==> src/rtl/seq_mult_pkg.sv <==
// Shared types and limits for the shift-add sequential multiplier.
package seq_mult_pkg;

  localparam int WIDTH_MIN = 2;
  localparam int WIDTH_MAX = 32;

  typedef enum logic [1:0] {
    IDLE = 2'd0,
    RUN  = 2'd1,
    DONE = 2'd2
  } state_t;

endpackage

==> src/rtl/seq_mult_adder.sv <==
// WIDTH-bit adder with carry-out used by the multiplier datapath for each step.
module seq_mult_adder #(
  parameter int WIDTH = 4
) (
  input  logic [WIDTH-1:0] a,
  input  logic [WIDTH-1:0] b,
  output logic [WIDTH-1:0] sum,
  output logic             cout
);

  assign {cout, sum} = {1'b0, a} + {1'b0, b};

endmodule

==> src/rtl/seq_multiplier.sv <==
// Radix-2 shift-add multiplier: WIDTH steps per product, done pulses one cycle later.
// Optional two's complement mode is enabled by defining SEQ_MULT_SIGNED_EN.
module seq_multiplier
  import seq_mult_pkg::*;
#(
  parameter int WIDTH = 4
) (
  input  logic               clk,
  input  logic               reset,
  input  logic               start,
  input  logic [WIDTH-1:0]   a_in,
  input  logic [WIDTH-1:0]   b_in,
`ifdef SEQ_MULT_SIGNED_EN
  input  logic               signed_mode,
`endif
  output logic               busy,
  output logic               done,
  output logic [2*WIDTH-1:0] product,
  output state_t             o_dbg_state
);

  // Handshake: start is a request level sampled on each rising edge; it is
  // accepted only in IDLE or DONE (operands latched on that same edge) and is
  // ignored in RUN. done is a one-cycle pulse with product valid in that cycle.

  localparam int             CW   = $clog2(WIDTH) + 1;
  localparam logic [CW-1:0]  LAST = CW'(WIDTH - 1);

  state_t             r_state;
  logic [CW-1:0]      r_cnt;
  logic [2*WIDTH-1:0] r_acc;
  logic [WIDTH-1:0]   r_mcand;
  logic [2*WIDTH-1:0] r_product;
  logic               r_busy;
  logic               r_done;

  logic [WIDTH-1:0]   w_addend;
  logic [WIDTH-1:0]   w_sum;
  logic               w_cout;
  logic [2*WIDTH-1:0] w_acc_next;
  logic [2*WIDTH-1:0] w_result;
  logic [WIDTH-1:0]   w_a_op;
  logic [WIDTH-1:0]   w_b_op;

  assign w_addend = r_acc[0] ? r_mcand : '0;

  seq_mult_adder #(.WIDTH(WIDTH)) u_adder (
    .a    (r_acc[2*WIDTH-1:WIDTH]),
    .b    (w_addend),
    .sum  (w_sum),
    .cout (w_cout)
  );

  // Upper half accumulates, lower half holds the remaining multiplier bits.
  assign w_acc_next = {w_cout, w_sum, r_acc[WIDTH-1:1]};

`ifdef SEQ_MULT_SIGNED_EN
  logic r_neg;

  assign w_a_op   = (signed_mode && a_in[WIDTH-1]) ? -a_in : a_in;
  assign w_b_op   = (signed_mode && b_in[WIDTH-1]) ? -b_in : b_in;
  assign w_result = r_neg ? -w_acc_next : w_acc_next;
`else
  assign w_a_op   = a_in;
  assign w_b_op   = b_in;
  assign w_result = w_acc_next;
`endif

  always_ff @(posedge clk or negedge reset) begin
    if (!reset) begin
      r_state   <= IDLE;
      r_cnt     <= '0;
      r_acc     <= '0;
      r_mcand   <= '0;
      r_product <= '0;
      r_busy    <= 1'b0;
      r_done    <= 1'b0;
`ifdef SEQ_MULT_SIGNED_EN
      r_neg     <= 1'b0;
`endif
    end else begin
      case (r_state)
        IDLE, DONE: begin
          r_done <= 1'b0;
          if (start) begin
            r_state <= RUN;
            r_cnt   <= '0;
            r_acc   <= {{WIDTH{1'b0}}, w_b_op};
            r_mcand <= w_a_op;
            r_busy  <= 1'b1;
`ifdef SEQ_MULT_SIGNED_EN
            r_neg   <= signed_mode && (a_in[WIDTH-1] ^ b_in[WIDTH-1]);
`endif
          end else begin
            r_state <= IDLE;
            r_busy  <= 1'b0;
          end
        end
        RUN: begin
          r_acc <= w_acc_next;
          r_cnt <= r_cnt + CW'(1);
          if (r_cnt == LAST) begin
            r_state   <= DONE;
            r_product <= w_result;
            r_busy    <= 1'b0;
            r_done    <= 1'b1;
          end
        end
        default: begin
          r_state <= IDLE;
          r_busy  <= 1'b0;
          r_done  <= 1'b0;
        end
      endcase
    end
  end

  assign busy        = r_busy;
  assign done        = r_done;
  assign product     = r_product;
  assign o_dbg_state = r_state;

endmodule

==> config.mk <==
export PLATFORM = sky130hd
export DESIGN_NAME = seq_multiplier
export DESIGN_NICKNAME = d
export VERILOG_FILES = /design/src/rtl/seq_mult_pkg.sv /design/src/rtl/seq_mult_adder.sv /design/src/rtl/seq_multiplier.sv
export SDC_FILE = /design/constraint.sdc
export NUM_CORES = 1
export LEC_CHECK = 0
export CORE_MARGIN = 3
export CORE_UTILIZATION = 55
export DETAILED_ROUTE_END_ITERATION = 8
export PLACE_DENSITY = 0.84
export SYNTH_ARGS = -nofsm -noshare
export SYNTH_HDL_FRONTEND = slang
export SYNTH_SLANG_ARGS = --single-unit
==> constraint.sdc <==
create_clock -name clk -period 4.2 [get_ports clk]
set_input_delay 0.63 -clock clk [delete_from_list [all_inputs] [get_ports clk]]
set_output_delay 0.63 -clock clk [all_outputs]
set_load 0.03 [all_outputs]
# Word-level counts from Yosys, hierarchy flattened
# Cells that the tools add are included.
# Widths: inputs -> output; s select.
# classes
mux,13
n_eq_ne,5
addsub,2
n_reduce_logical,6
# ops
operator,count
$pmux 8 s2,1
$mux 8,1
$pmux 3 s2,1
$reduce_and 2->1,3
$add 4x4->5,1
$mux 1,5
$mux 4,1
$ne 2x2->1 const B,2
$pmux 2 s2,1
$add 3x1->3 const B,1
$eq 3x2->1 const B,1
$mux 3,1
$eq 2x1->1 const B,1
$eq 2x2->1 const B,1
$logic_not 2->1,1
$mux 2,1
$pmux 1 s2,1
$reduce_bool 2->1,1
$reduce_or 2->1,1
# word_totals
reg_bits,27
input_bits,11
elab_cells,33

# Longest topological paths before layout
# depth
ltp_word,4
ltp_mapped,6
ltp_nobuf,6

# Cells and area by module
# A second synthesis with hierarchy kept.
# hier_totals
cells_unflattened,103
area_unflattened_um2,1372.6
# modules_own_cells
mod,seq_area_each_um2,area_per_inst_um2,cells_each,n_inst
seq_multiplier,650.6,1236.2,87,1
seq_mult_adder,0.0,136.4,16,1

# Worst setup path after synthesis
# No wires, ideal clock.
# synth_timing
path_kind,register to register
startpoint,reg r_acc[0]
endpoint,reg r_acc[5]
setup_slack_ns,2.477
synth_period_minus_slack_ns,1.723
required_time_ns,4.078
path_stages_with_launch,7
t_arrival_ns,1.602
setup_time_ns,0.122
path_cell_list,dfrtp_1 -> and2_1 -> ha_1 -> fa_1 -> xnor2_1 -> nand2b_1 -> a32o_1
# synth_between
elab_chain_cells,3
# synth_lines
element,line_no,text
from (decl),seq_multiplier.sv:31,logic [2*WIDTH-1:0] r_acc;
from (signal assigned),seq_multiplier.sv:88,"r_acc <= {{WIDTH{1'b0}}, w_b_op};"
from (signal assigned),seq_multiplier.sv:100,r_acc <= w_acc_next;
$mux 4,seq_multiplier.sv:45,assign w_addend = r_acc[0] ? r_mcand : '0;
$add 4x4->5,seq_mult_adder.sv:11,"assign {cout, sum} = {1'b0, a} + {1'b0, b};"
$pmux 8 s2,seq_multiplier.sv:82,case (r_state)
# No other way between the ends.
# A chain may end at the register's enable or synchronous reset.

# Final worst setup path
# layout_timing
startpoint,"reg r_state[0], in the netlist o_dbg_state[0]"
endpoint,out o_dbg_state[0]
# layout_lines
element,line_no,text
from (decl),seq_multiplier.sv:29,state_t r_state;
from (signal assigned),seq_multiplier.sv:71,r_state <= IDLE;
from (signal assigned),seq_multiplier.sv:86,r_state <= RUN;
from (signal assigned),seq_multiplier.sv:95,r_state <= IDLE;
to (decl),seq_multiplier.sv:19,output state_t o_dbg_state
# No word-level cell between the ends.

==> results.yml <==
timing:
  rsz0062_at_grt: "false"
  tns_ns: 0
  period_share_pct: 53.7
  maxSlewViolCount: 0
  tightest_slew_ns: 1.11
  fmax_mhz: 443
  holdWs_ns: 0.497
  slew_headroom_pct: 26.1
  fin_skew_ns: 0.00246
  hold_violations: 0
  setup_viol: 0
  finalWorstSetupSlack_ns: 1.94
  fin_crit_ns: 2.26
layout:
  final_common_cell: "dfrtp_1"
  stdcell_area_sq_um: 1490
  n_antenna_cell: 0
  finalNetCount: 141
  n_fill_cell: 147
  final_cell_mix: "26 x dfrtp_1, 22 x clkdlybuf4s50_1, 10 x nor2_1"
  utilization_pct: 72.5
  multiInputGateArea_sq_um: 546
  ff_latch_area_sq_um: 651
  fin_cells: 149
  area_delta_synth_final_pct: 18.5
  layout-drive-gt1-share_pct: 13.9
placement:
  dp_cells: 145
  dp_slack_ns: 2.18
  dp_hpwl_um: 1580
  place_area_sq_um: 1460
  gp_congestion: 0.802
  portBuffers: 22
logic_synthesis:
  ys_types: 24
  yosysSeqAreaShare_pct: 51.6
  ys_seq_elements: 26
  syn-cell-area_sq_um: 1260
  yosys_warnings: 0
  postSynthAreaPerCell_sq_um: 12.4
  syn_inst: 102
  synth_nets: 120
worst_setup_path:
  cp_top_family: "buffers and inverters"
  critPathCaptureType: "output port"
  cpMaxStageDelayCell: "clkdlybuf4s50_1"
  cp-start-kind: "flip-flop"
  path_max_fanout: 10
  reg2reg_slack_ns: 2.34
  regToRegStartpoint: "r_acc[0]$_DFFE_PN0P_"
  arrival_ns: 1.63
  rr_endpoint: "r_acc[5]$_DFFE_PN0P_"
  critPathBufInv: 1
  cpPeakStageDelay_ns: 0.74
  worstPathRequired_ns: 3.57
  crit_chain: "clkdlybuf4s50_1"
  path_class: "reg -> out"
  reg2reg_depth: 6
route:
  met2_length_um: 1040
  dr.pass1.iters: 3
  antenna_left: 0
  wirelength_met1_um: 929
  routed-wl-met3_um: 100
  drc: 0
  via_count: 824
  post_drt_wl_per_cell_um: 14.1
  viasPerCell: 5.53
  drt_iter0_drc: 9
  routed.top_layer: "met4"
  wl_um: 2110
clocking:
  clk_latency_ns: 0.32
  cts_tree: "done"
  clk_pin_slew_worst_paths_ns: 0.13
  post_cts_buffers: 0
  cts.path.max_buffers: 2
  cts_buffers: 3
  clock_sinks: 26
  postCtsHoldBufs: 0
  htree_num_levels: 1
  cts_root_buf: "clkbuf_4"
  post_cts_resized: 0
power:
  peakVddDrop_uv: 508
  p_total_mw: 1.23
  cellPowerDensity_nw_per_um2: 823
  power.leakage_nw: 0.719
global_routing:
  grt_max_degree: 27
  grtUsageTotal_pct: 17.5
  grt_pass1_vias: 824
  grt_overflow_total: 0
  antenna_found_initial: 0
  grt_pass1_wl_um: 3510
worst_hold_path:
  whs_endpoint: "product[5]$_DFFE_PN0P_"
  min_from: "product[5]$_DFFE_PN0P_"
  hold_class: "reg -> reg"
  hold_depth: 2
run_status:
  status: "completed"
floorplan:
  initial_core_util_pct: 61.2
  rows: 16
  core-area_sq_um: 2060
  die_y_um: 53.9
  dieWidth_um: 53.9
  io_pins: 23
  die_area_sq_um: 2900
run:
  max_cap_violations: 0
==> routing by layer <==
layer	vias to the layer above	track usage, %
li1	391	-
met1	408	20.8
met2	20	28.8
met3	5	3.60
met4	0	10.6
met5	-	0
==> Yosys cell counts (all sizes together) <==
cell type,instances,area [sq um]
fa,1,20.0
nand2,6,22.5
nand3b,1,20.0
inv,2,7.51
dfrtp,26,651
mux2,11,146
a21oi,2,10.0
xnor2,2,17.5
buf,6,57.6
xor2,1,8.76
ha,6,75.1
a32o,1,10.0
a21o,2,15.0
o22ai,5,31.3
or2b,1,7.51
nor2,10,37.5
o21ai,8,40.0
and2,5,31.3
nand2b,3,26.3
a22o,3,26.3
==> worst max path at each step <==
stage / start / endpoint / slack, ns / depth (start not counted)
after floorplan: r_acc[0]$_DFFE_PN0P_ / r_acc[5]$_DFFE_PN0P_ / 2.48 / 6
after global placement: reset / r_mcand[3]$_DFFE_PN0P_ / 2.22 / 1
after detailed placement: reset / product[7]$_DFFE_PN0P_ / 2.18 / 1
after CTS: o_dbg_state[0]$_DFFE_PN0P_ / o_dbg_state[0] / 1.92 / 1
after global routing: o_dbg_state[0]$_DFFE_PN0P_ / o_dbg_state[0] / 1.86 / 1
final: o_dbg_state[0]$_DFFE_PN0P_ / o_dbg_state[0] / 1.94 / 1
==> flip-flops by register name (all words and copies together), names as in the netlist <==
signal / cells
done: 1
o_dbg_state: 1
r_cnt: 3
product: 8
r_mcand: 4
busy: 1
r_acc: 8
==> power breakdown <==
group	internal (mW)	total [mW]	switching, mW
clock	0.0530	0.124	0.0706
sequential	0.370	0.463	0.0925
combinational	0.325	0.643	0.319
==> layout make-up <==
class                   count  area share (%)
flip-flops and latches     26            43.6
multi-input cells          68            36.5
well taps                  27            2.26
repair buffers             22            14.7
inverters                   2           0.503
clock buffers               4            2.43
==> cells by family (layout without fill, tap and decap cells) <==
kind of cell	Yosys count	count (layout)	synth area share [%]
AOI/OAI and AO/OA	21	21	10.5
muxes	11	11	11.6
and+or+nand+nor	26	26	11.5
xor gates and xnor gates	3	3	2.08
DFF	26	26	51.6
adders and majority gates	7	7	7.54
buffers and inverters	8	28	5.16
No activity file was read; power rests on OpenSTA's default activity.
